### src/rtl/mop_adder_pipe_if.sv
// Operand/result handshake bundle for mop_adder_pipe.
// The master drives operand sets and accepts results; the slave is the adder.
interface mop_adder_pipe_if #(
    parameter int unsigned WIDTH = 32,
    parameter int unsigned N_OPS = 7,
    parameter int unsigned EXT   = $clog2(N_OPS)
);
    logic                   in_valid;
    logic                   in_ready;
    logic [N_OPS*WIDTH-1:0] in_ops;
    logic [N_OPS-1:0]       in_mask;
    logic                   out_valid;
    logic                   out_ready;
    logic [WIDTH-1:0]       sum;
    logic [EXT-1:0]         sum_hi;
    logic                   ovfl;

    modport master (
        output in_valid, in_ops, in_mask, out_ready,
        input  in_ready, out_valid, sum, sum_hi, ovfl
    );

    modport slave (
        input  in_valid, in_ops, in_mask, out_ready,
        output in_ready, out_valid, sum, sum_hi, ovfl
    );
endinterface

### src/rtl/mop_adder_pipe.sv
// Two-stage multi-operand modular adder: carry-save reduction, then carry-propagate add.
// Every stage is WIDTH+EXT bits wide, which makes the overflow count in sum_hi exact.
module mop_adder_pipe #(
    parameter int unsigned WIDTH = 32,
    parameter int unsigned N_OPS = 7,
    parameter int unsigned EXT   = $clog2(N_OPS)
) (
    input  logic            clk,
    input  logic            rst,
    mop_adder_pipe_if.slave bus
);
    localparam int unsigned XW = WIDTH + EXT;

    logic          w_s1_adv;
    logic          w_s2_adv;
    logic [XW-1:0] w_vs;
    logic [XW-1:0] w_vc;
    logic [XW-1:0] w_add;

    logic          r_s1_valid;
    logic          r_s2_valid;
    logic          r_ovfl;
    logic [XW-1:0] r_vs;
    logic [XW-1:0] r_vc;
    logic [XW-1:0] r_sum;

    // Wallace-style 3:2 reduction. Each level compresses groups of three vectors into two,
    // and leftovers pass through. The total stays below 2^XW, so dropping the carry MSB is exact.
    always_comb begin : p_csa
        logic [XW-1:0] v [N_OPS];
        logic [XW-1:0] t [N_OPS];
        int            n;
        int            g;
        int            r;
        n = N_OPS;
        g = 0;
        r = 0;
        for (int i = 0; i < N_OPS; i++) begin
            t[i] = '0;
            v[i] = bus.in_mask[i] ? XW'(bus.in_ops[i*WIDTH +: WIDTH]) : '0;
        end
        for (int lv = 0; lv < N_OPS; lv++) begin
            if (n > 2) begin
                g = n / 3;
                r = n % 3;
                for (int i = 0; i < N_OPS; i++) begin
                    t[i] = '0;
                end
                for (int k = 0; k < N_OPS / 3; k++) begin
                    if (k < g) begin
                        t[2*k]   = v[3*k] ^ v[3*k+1] ^ v[3*k+2];
                        t[2*k+1] = ((v[3*k] & v[3*k+1]) | (v[3*k] & v[3*k+2]) |
                                    (v[3*k+1] & v[3*k+2])) << 1;
                    end
                end
                for (int j = 0; j < 2; j++) begin
                    if (j < r) begin
                        t[2*g+j] = v[3*g+j];
                    end
                end
                v = t;
                n = 2*g + r;
            end
        end
        w_vs = v[0];
        w_vc = v[1];
    end

    // Pipeline advance: a stage may load when it is empty or its contents move on this cycle.
    assign w_s2_adv = !r_s2_valid || bus.out_ready;
    assign w_s1_adv = !r_s1_valid || w_s2_adv;
    assign w_add    = r_vs + r_vc;

    assign bus.in_ready  = w_s1_adv;
    assign bus.out_valid = r_s2_valid;
    assign bus.sum       = r_sum[WIDTH-1:0];
    assign bus.sum_hi    = r_sum[XW-1:WIDTH];
    assign bus.ovfl      = r_ovfl;

    // Data registers load only with a valid set, so the result stays put through bubbles.
    always_ff @(posedge clk) begin
        if (rst) begin
            r_s1_valid <= 1'b0;
            r_s2_valid <= 1'b0;
            r_ovfl     <= 1'b0;
            r_vs       <= '0;
            r_vc       <= '0;
            r_sum      <= '0;
        end else begin
            if (w_s2_adv) begin
                r_s2_valid <= r_s1_valid;
                if (r_s1_valid) begin
                    r_sum  <= w_add;
                    r_ovfl <= |w_add[XW-1:WIDTH];
                end
            end
            if (w_s1_adv) begin
                r_s1_valid <= bus.in_valid;
                if (bus.in_valid) begin
                    r_vs <= w_vs;
                    r_vc <= w_vc;
                end
            end
        end
    end
endmodule

### src/flat_wrapper.sv
// flat-port wrapper written by rule: the top's interface ports become plain ports
module mop_adder_pipe_flat 
#(
    parameter int unsigned WIDTH = 32,
    parameter int unsigned N_OPS = 7,
    parameter int unsigned EXT   = $clog2(N_OPS)
)
  (clk, rst, bus_in_valid, bus_in_ops, bus_in_mask, bus_out_ready, bus_in_ready, bus_out_valid, bus_sum, bus_sum_hi, bus_ovfl);
  mop_adder_pipe_if #(.WIDTH(WIDTH), .N_OPS(N_OPS), .EXT(EXT)) bus_i ();
  input  logic clk;
  input  logic rst;
  input wire logic [$bits(bus_i.in_valid)-1:0] bus_in_valid;
  input wire logic [$bits(bus_i.in_ops)-1:0] bus_in_ops;
  input wire logic [$bits(bus_i.in_mask)-1:0] bus_in_mask;
  input wire logic [$bits(bus_i.out_ready)-1:0] bus_out_ready;
  output wire logic [$bits(bus_i.in_ready)-1:0] bus_in_ready;
  output wire logic [$bits(bus_i.out_valid)-1:0] bus_out_valid;
  output wire logic [$bits(bus_i.sum)-1:0] bus_sum;
  output wire logic [$bits(bus_i.sum_hi)-1:0] bus_sum_hi;
  output wire logic [$bits(bus_i.ovfl)-1:0] bus_ovfl;
  assign bus_i.in_valid = bus_in_valid;
  assign bus_i.in_ops = bus_in_ops;
  assign bus_i.in_mask = bus_in_mask;
  assign bus_i.out_ready = bus_out_ready;
  assign bus_in_ready = bus_i.in_ready;
  assign bus_out_valid = bus_i.out_valid;
  assign bus_sum = bus_i.sum;
  assign bus_sum_hi = bus_i.sum_hi;
  assign bus_ovfl = bus_i.ovfl;
  mop_adder_pipe #(.WIDTH(WIDTH), .N_OPS(N_OPS), .EXT(EXT)) u_core (.clk(clk), .rst(rst), .bus(bus_i));
endmodule
### config.mk
export PLATFORM = sky130hd
export DESIGN_NAME = mop_adder_pipe_flat
export DESIGN_NICKNAME = d
export VERILOG_FILES = /design/src/rtl/mop_adder_pipe_if.sv /design/src/rtl/mop_adder_pipe.sv /design/src/flat_wrapper.sv
export SDC_FILE = /design/constraint.sdc
export NUM_CORES = 1
export LEC_CHECK = 0
export CAP_MARGIN = 40
export CORE_ASPECT_RATIO = 1.25
export CORE_MARGIN = 8
export CORE_UTILIZATION = 47
export DETAILED_ROUTE_END_ITERATION = 7
export GPL_ROUTABILITY_DRIVEN = 0
export GPL_TIMING_DRIVEN = 1
export HOLD_SLACK_MARGIN = 0.1
export PLACE_DENSITY = 0.83
export SLEW_MARGIN = 20
export SYNTH_ARGS = -nofsm -noshare
export SYNTH_HDL_FRONTEND = slang
export SYNTH_SLANG_ARGS = --single-unit
### constraint.sdc
create_clock -name clk -period 5.6 [get_ports clk]
set_clock_uncertainty 0.15 [all_clocks]
set_input_delay 0.84 -clock clk [delete_from_list [all_inputs] [get_ports clk]]
set_output_delay 0.84 -clock clk [all_outputs]
set_load 0.1 [all_outputs]
* Word level (Yosys, flattened, before mapping)
Index checks and enable logic that the tools add are counted.
** Word-level totals
- Input port bits :: 235
- Register bits :: 107
- Word-level logic and storage cells :: 56
- Output and inout bits :: 38
** Operators by class
- Muxes and demuxes :: 7
- Reductions and logical operators :: 7
- $add $sub $neg :: 1
- Bitwise operators :: 35
** Operator list (count)
- $and A34 B34 Y34 :: 15
- $or A34 B34 Y34 :: 10
- $xor A35 B35 Y35 :: 8
- $mux W32 :: 7
- $xor A35 B32 Y35 :: 2
- $add A35 B35 Y35 :: 1
- $reduce_and A2 Y1 :: 2
- $reduce_or A3 Y1 :: 1
- $logic_not A1 Y1 :: 2
- $logic_or A1 B1 Y1 :: 2

* Depth between registers and ports, before layout
Gate-level depths: netlist (run 1).
- Depth in word-level cells :: 13
- Mapped depth :: 11
- Mapped depth without buffers :: 11

* Least setup slack after synthesis (run 1)
No wires, ideal clock.
- Kind :: input port to flip-flop
- From :: input bus_in_mask[5]
- To :: register u_core.r_vs[3]
- Setup time :: 0.086 ns
- Data arrival time :: 3.395 ns
- Path buffers :: 1
- Data required time :: 5.364 ns
- Slack :: 1.970 ns
- Cell stages on the path :: 9
- Path through :: clkbuf_1 -> nand2_1 -> fa_1 -> fa_1 -> inv_1 -> fa_1 -> inv_1 -> fa_1 -> a211oi_1
** Between the ends
- Longest elaborated chain between the ends :: 10
- Elaborated cells between the ends (all ways) :: 20
- Those cells by class :: 1 x mux; 19 x bitwise
** Ends and longest elaborated chain
- start: declaration :: RTL line flat_wrapper.sv:14 : input wire logic [$bits(bus_i.in_mask)-1:0] bus_in_mask;
- $mux W32 (*) :: RTL line mop_adder_pipe.sv:40 : v[i] = bus.in_mask[i] ? XW'(bus.in_ops[i*WIDTH +: WIDTH]) : '0;
- $xor A35 B32 Y35 :: RTL line mop_adder_pipe.sv:51 : t[2*k] = v[3*k] ^ v[3*k+1] ^ v[3*k+2];
- $and A34 B34 Y34 :: RTL line mop_adder_pipe.sv:52 : t[2*k+1] = ((v[3*k] & v[3*k+1]) | (v[3*k] & v[3*k+2]) |
- $or A34 B34 Y34 (2 in series) :: RTL line mop_adder_pipe.sv:52
- $and A34 B34 Y34 :: RTL line mop_adder_pipe.sv:52
- $or A34 B34 Y34 (2 in series) :: RTL line mop_adder_pipe.sv:52
- $xor A35 B35 Y35 (*) (2 in series) :: RTL line mop_adder_pipe.sv:51
- end signal: assignment :: RTL line mop_adder_pipe.sv:100 : r_vs <= w_vs;
- end: declaration :: RTL line mop_adder_pipe.sv:23 : logic [XW-1:0] r_vs;
Mark *: on every way between the ends. The rest lies on a longest branch, timed or not.
A chain may end at the register's enable or synchronous reset.

==> parameters.txt, run 1 <==
Parameter                              Value

Status
  Outcome    completed

Global routing
  Leftover overflow at the end of global routing    0
  Number of antenna violations at the first check in global routing    1
  Global-route wire length before repair    48000 microns
  Number of global-route vias before repair    9690
  Pin count of the biggest net entering global routing    73
  Total routing resource utilization after global routing    22.7%

Worst hold path
  Hold wc startpoint    u_core.r_sum[13]
  WHS Endpoint    u_core.r_sum[13]
  Worst hold-check path type    register to register
  Cells on Worst Hold Path    2

Floorplan
  Horizontal die dimension    146 microns
  Chip Height    179 microns
  Total number of placement rows    59
  Die area    26100 sq um
  Area of the placeable core    between 20000 and 25000 sq um
  Starting Density    a little under half
  Number of top-level pins    approximately 270

Setup path
  Sort of element at the end of the critical path    register
  Endpoint of the worst-slack reg-to-reg timing path    u_core.r_sum[29]
  Critical path type    primary input to register
  Cell type group with the largest total delay on the critical path    adder cells
  Cells along the critical path    clkdlybuf4s50_1 > buf_4 > nand2_1 > fa_1 > fa_1 > inv_1 > fa_1 > fa_1 > nand2_1 > a21oi_1
  Path depth of the worst reg2reg path    11
  Signal arrival time at the worst endpoint    a little over 4 ns
  Sort of element at the start of the critical path    primary input
  Sum of buffers and inverters on the critical path    3
  Most frequent cell on the critical path    fa_1
  Max stage delay on crit path    approximately 0.56 ns
  Launch point of the worst reg-to-reg path    u_core.r_vc[1]
  Minimum setup slack among reg-to-reg paths    2.39 ns
  Required @ worst endpoint    5.73 ns
  Top fanout value on the critical path    32
  Library cell contributing the largest single delay on the critical path    fa_1

Timing
  Setup violators final    0
  Number of endpoints with negative hold slack in the final report    0
  Setup TNS after final layout    0 ns
  Actual transition at the worst max-transition pin    roughly 0.70 ns
  Ratio of final minimum period to clock period    71.3%
  Number of max-slew violations in the final report    0
  Tightest hold margin    0.299 ns
  Achievable Freq    251 MHz
  Shortest clock period the worst path allows after layout    3.99 ns
  Setup repair after global routing missed its margin    false
  Remaining max-slew budget at the tightest pin    53.5%

Logic synthesis
  Most common cell in the netlist    nand2_1
  Flip-flop and latch count after synthesis    105
  Number of enable flip-flop cells after synthesis    0
  Most area-hungry cell type in the Yosys netlist    fa_1
  Primary flip-flop cell chosen by synthesis mapping    dfxtp_1
  Synth Net Count    around 1.6k
  Ranking of synthesized cells by instance count    373 x nand2_1, 158 x fa_1, 116 x a21oi_1
  Mapped Cells    between 1k and 1.5k
  Fraction of post-synthesis cell area in the top cell type by area    31.8%
  Synth top area cells    fa_1 32%, dfxtp_1 21%, nand2_1 14%
  Unique masters post-synth    50
  Post-synth ARST share    0%
  Count of warnings emitted by yosys    0
  Avg Synthesized Cell Area    8.31 sq um
  Synth Cell Area    9950 sq um
  Sequential fraction of the synthesis area    21.1%

Route
  Mean routed wirelength per cell    approximately 17 microns
  Routed via count divided by cell count    5.14
  Via count of the routed design    9014
  Number of DRC violations after detailed-routing iteration 0    657
  Detailed-route wire length    between 20000 and 30000 microns
  Number of nets with antenna violations after detailed routing    0
  Number of search-and-repair iterations in the first detailed-routing pass    5
  Detailed-route DRC error count    0

Clocking
  Number of sinks handled by clock tree synthesis    105
  Hold buffer count at CTS    0
  Count of H-tree levels built during CTS    3
  Clock tree from TritonCTS    built
  Bufs on Longest Clock Path    2
  Worst skew pair latency    0.35 ns
  Cts bufs inserted    9
  Cell at the root of the clock tree    clkbuf_16
  Number of post-CTS setup repair buffers    0
  CTS clk-pin slew, worst paths    ~0.07 ns
  Cts repair resizes    0

Place
  Number of port buffers    272
  Detailed placer's ending HPWL    25200 microns
  Placement-stage cell area    13800 sq um

Power
  Combinational cell fraction of total power    ~55%
  P_int    0.00205 W
  Sw power    0.00144 W
  Power per cell area    248 nW/um^2
  Part of the total power dissipated in the clock network    17.4%
  Peak supply drop    0.142 mV
  Leakage dissipation    6.05 nW
  Switching share of total power    41.2%
  Sequential Power Share    27.2%

Final layout
  Finished layout cell area    14100 sq um
  Number of nets in the layout    1903
  Layout overhead on the synthesized area    41.6%
  Final-layout fill cell count    1692
  Sequential cell area    2100 sq um
  Share of layout cells above drive strength 1    5.48%
  Area used by multi-input combinational logic    7210 sq um

Flow run
  Max-capacitance violation count    0
metal layers:
| metal | routed length (microns) | GRT usage, % | vias up |
|---|---|---|---|
| met5 | 0 | 0 | - |
| met4 | 1010 | 8.77 | 0 |
| met3 | 1790 | 4.27 | 56 |
| met2 | 14800 | 40.1 | 336 |
| met1 | 12000 | 27.0 | 4269 |
| li1 | - | - | 4353 |
area by class of cell:
cell class | instances | area share, %
Antenna cell | 1 | 0.0178
Clock buffer | 9 | 1.60
Clock inverter | 7 | 0.426
Inverter | 110 | 2.93
Multi-Input combinational cell | 924 | 51.2
Sequential cell | 105 | 14.9
Tap cell | 274 | 2.43
Timing Repair Buffer | 323 | 26.5
registers in the layout, indices dropped and copies added (netlist names):
signal                count
u_core.bus.out_valid      1
u_core.r_vc              33
u_core.r_s1_valid         1
u_core.r_sum             35
u_core.r_vs              34
u_core.bus.ovfl           1
placed cells by master (no fill, tap or decap), types with 25 or more instances in the layout:
master           count
nand2_1            372
ha_1                37
fa_1               158
inv_1              110
dfxtp_1            105
buf_16              25
a21oi_1            116
clkdlybuf4s50_1    271
and2_1              40
nor2_1              30
stage by stage:
stage / total power (W) / setup WS, ns / std cells / utilization, %
after floorplan: 0.00218 / 1.97 / 1198 / -
after global placement: 0.00268 / 1.27 / 1694 / 61.8
after detailed placement: 0.00288 / 1.25 / 1736 / 66.3
after CTS: 0.00350 / 1.61 / 1752 / 67.7
after global routing: 0.00377 / 1.42 / 1753 / 67.7
final: 0.00349 / 1.61 / 1753 / 67.7
power by group through the flow:
| stage | Sequential (W) | Clock, W | Combinational, W |
|---|---|---|---|
| after detailed placement | 0.000966 | 0 | 0.00191 |
| after global routing | 0.000964 | 0.000650 | 0.00216 |
| final | 0.000950 | 0.000608 | 0.00193 |
| after floorplan | 0.00112 | 0 | 0.00106 |
| after CTS | 0.000949 | 0.000621 | 0.00192 |
| after global placement | 0.000962 | 0 | 0.00172 |
worst max-delay path by stage:
stage          depth (start not counted)              end            from
6_report                              10  u_core.r_vs[13]  bus_in_mask[5]
5_1_grt                               10  u_core.r_vs[12]  bus_in_mask[5]
4_1_cts                               10  u_core.r_vs[13]  bus_in_mask[5]
3_5_place_dp                          10  u_core.r_vs[13]  bus_in_mask[5]
3_3_place_gp                          10  u_core.r_vs[13]  bus_in_mask[5]
2_1_floorplan                          9   u_core.r_vs[3]  bus_in_mask[5]
tightest hold or removal path, cell delays in order, from the launching register on:
cell,delay [ns]
dfxtp_1,0.31
nand2_1,0.05
a21oi_1,0.05
cells by family after synthesis:
logic type      synth area share [%]
xor+xnor                        2.29
compound gates                  12.5
simple gates                    20.9
buf+inv                         6.49
mux                            0.201
flops                           21.1
fa+ha+maj                       36.4
No activity file was read; power rests on OpenSTA's default activity.
==> inputs of run 2 (changes only) <==
--- a/config.mk
+++ b/config.mk
@@ -8,7 +8,7 @@
 export CAP_MARGIN = 40
 export CORE_ASPECT_RATIO = 1.25
 export CORE_MARGIN = 8
-export CORE_UTILIZATION = 47
+export CORE_UTILIZATION = 45
 export DETAILED_ROUTE_END_ITERATION = 7
 export GPL_ROUTABILITY_DRIVEN = 0
 export GPL_TIMING_DRIVEN = 1
==> constraint.sdc (replaced) <==
create_clock -name clk -period 3.3 [get_ports clk]
set_clock_uncertainty 0.15 [all_clocks]
set_input_delay 0.495 -clock clk [delete_from_list [all_inputs] [get_ports clk]]
set_output_delay 0.495 -clock clk [all_outputs]
set_load 0.1 [all_outputs]
==> run 2 against run 1 <==
Against the previous run: setup slack got worse by 1.6 ns; highest routed layer unchanged; critical path depth is 1 lower; flip-flop and latch count is the same; critical endpoint is now u_core.r_vs[8]; sequential power rose by 69%; first-iteration DRC count up 4.1%; largest power group unchanged.
==> parameters.txt, run 2 (synthesis results as in run 1) <==
Parameter                              Value

Place
  DP Cell Count    1712 (-1.4%)
  Number of port buffers    272 (unchanged)
  Placement-stage cell area    12900 sq um (-6.2%)
  Detailed placer's ending HPWL    25000 microns (-0.42%)

Worst hold path
  Worst hold-check path type    primary input to register

Clocking
  Hold buffer count at CTS    0 (unchanged)
  Number of sinks handled by clock tree synthesis    105 (unchanged)
  Worst skew pair latency    0.35 ns (about the same)
  Clock tree from TritonCTS    built
  CTS clk-pin slew, worst paths    0.07 ns (about the same)
  Bufs on Longest Clock Path    2 (unchanged)
  Count of H-tree levels built during CTS    3 (unchanged)
  Cell at the root of the clock tree    clkbuf_16
  Cts bufs inserted    9 (unchanged)

Route
  Number of DRC violations after detailed-routing iteration 0    684 (+4.1%)
  Number of search-and-repair iterations in the first detailed-routing pass    7 (+2)
  Detailed-route wire length    30900 microns (+4.7%)
  Mean routed wirelength per cell    17.8 microns (+5.9%)
  Detailed-route DRC error count    0 (unchanged)
  Number of nets with antenna violations after detailed routing    0 (unchanged)
  Via count of the routed design    9117 (+1.1%)
  Routed via count divided by cell count    5.26 (+2.3%)

Floorplan
  Total number of placement rows    61 (+3.4%)
  Number of top-level pins    273 (unchanged)
  Die area    27200 sq um (+4.0%)
  Starting Density    45.3% (-2.5 points)
  Horizontal die dimension    149 microns (+2.0%)
  Chip Height    182 microns (+2.0%)
  Area of the placeable core    22000 sq um (+5.6%)

Final layout
  Number of diodes    0 (-1)
  Final-layout fill cell count    1853 (+9.5%)
  Layout overhead on the synthesized area    34.4%
  Most flops, register    u_core.r_sum
  Number of nets in the layout    1875 (-1.5%)
  Largest registers ranked by flip-flop count    u_core.r_sum: 35 flops, u_core.r_vs: 34 flops, u_core.r_vc: 33 flops
  Share of layout cells above drive strength 1    7.03% (+1.6 points)
  Leading cell types in the layout, fill and taps excluded    372 x nand2_1, 227 x clkdlybuf4s50_1, 155 x fa_1
  Max reg flops    35 (unchanged)
  Most frequent standard cell in the layout excluding fill and tap cells    nand2_1
  Finished layout cell area    13400 sq um (-5.1%)
  Number of standard cells in the final layout excluding fillers    1733 (-1.1%)

Setup path
  Signal arrival time at the worst endpoint    3.40 ns (-0.72 ns)
  Sort of element at the start of the critical path    primary input
  Sort of element at the end of the critical path    register
  Required @ worst endpoint    3.43 ns (-2.30 ns)
  Top fanout value on the critical path    1 (-97%)
  Critical path type    primary input to register

Global routing
  Leftover overflow at the end of global routing    0 (unchanged)
  Total routing resource utilization after global routing    22.5% (-0.22 points)
  Number of global-route vias before repair    9687 (-0.031%)
  Global-route wire length before repair    48900 microns (+1.9%)
  Number of antenna violations at the first check in global routing    0 (-1)
  Pin count of the biggest net entering global routing    86 (+18%)

Power
  Power per cell area    429 nW/um^2 (+73%)
  Leakage dissipation    5.86 nW (-3.1%)
  Peak supply drop    0.371 mV (+160%)

Timing
  Number of max-slew violations in the final report    0 (unchanged)
  Remaining max-slew budget at the tightest pin    51.9% (-1.6 points)
  Setup violators final    0 (unchanged)
  Number of endpoints with negative hold slack in the final report    0 (unchanged)
  Ratio of final minimum period to clock period    99.0%
  Actual transition at the worst max-transition pin    0.722 ns (+0.0242 ns)
  Achievable Freq    306 MHz
  Setup TNS after final layout    0 ns (unchanged)
  Shortest clock period the worst path allows after layout    roughly 3.3 ns
  Tightest hold margin    0.206 ns (-0.0927 ns)

Status
  Outcome    completed

Flow run
  Max-capacitance violation count    0 (unchanged)
## run 2: cell count changes in the layout (fill, tap and decap cells not counted), moves of 2 or more
| cell | previous run | this run |
|---|---|---|
| buf_12 | 0 | 8 |
| buf_16 | 25 | 2 |
| buf_2 | 0 | 2 |
| buf_4 | 10 | 49 |
| buf_8 | 17 | 0 |
| bufbuf_16 | 0 | 2 |
| clkbuf_2 | 0 | 2 |
| clkdlybuf4s50_1 | 271 | 227 |
| dlygate4sd2_1 | 0 | 2 |
| fa_1 | 158 | 155 |
| fa_2 | 0 | 3 |
## run 2: layout make-up
cell class	instances	area, sq um	area share (%)
sequential	105	2100	15.7
multi-input combinational	924	7240	54.1
clock buffer	9	225	1.68
clock inverter	7	61.3	0.458
tap	283	354	2.65
timing repair buffer	295	2980	22.3
inverter	110	413	3.09
## run 2: final timing paths
| path | from | to | slack [ns] | cells past startpoint |
|---|---|---|---|---|
| setup / recovery | bus_in_ops[168] | u_core.r_vs[8] | 0.03 | 9 |
| hold / removal | rst | u_core.bus.out_valid | 0.21 | 2 |
| setup reg to reg | u_core.r_vc[1] | u_core.r_sum[29] | 0.19 | 12 |
| hold reg to reg | u_core.r_sum[7] | u_core.r_sum[7] | 0.30 | 2 |
## run 2: what timing repair did
item	in CTS	in global routing
cloned	3	1
endpoints found under the setup margin	60	31
gates resized for setup	17	10
pin swaps	1	5
buffers inserted	0	0
## run 2: layer usage
metal	up-vias	GRT usage (%)	wire, microns
li1	4297	-	-
met1	4337	27.4	12400
met2	401	37.9	15300
met3	82	4.26	1950
met4	0	9.75	1270
met5	-	0	0
## run 2: stage by stage
step / power [W] / worst slack, ns / utilization (%)
floorplan: 0.00370 / 0.0147 / -
global placement: 0.00454 / -0.485 / 58.9
detailed placement: 0.00463 / -0.558 / 58.9
CTS: 0.00569 / 0.00879 / 60.6
global route: 0.00620 / -0.0178 / 60.8
finish: 0.00574 / 0.0317 / 60.8
## run 2: power by group
group          internal, W  leakage [nW]  switching, W
Clock             0.000528         0.140      0.000509
Combinational      0.00131          4.86       0.00178
Sequential         0.00148         0.859      0.000129
## run 2: worst max-delay path, cell delays in order
cell,delay (ns)
clkdlybuf4s50_1,0.48
nand2_1,0.08
fa_1,0.49
fa_1,0.56
inv_1,0.05
fa_1,0.48
fa_1,0.53
nand2_1,0.07
a21oi_2,0.15
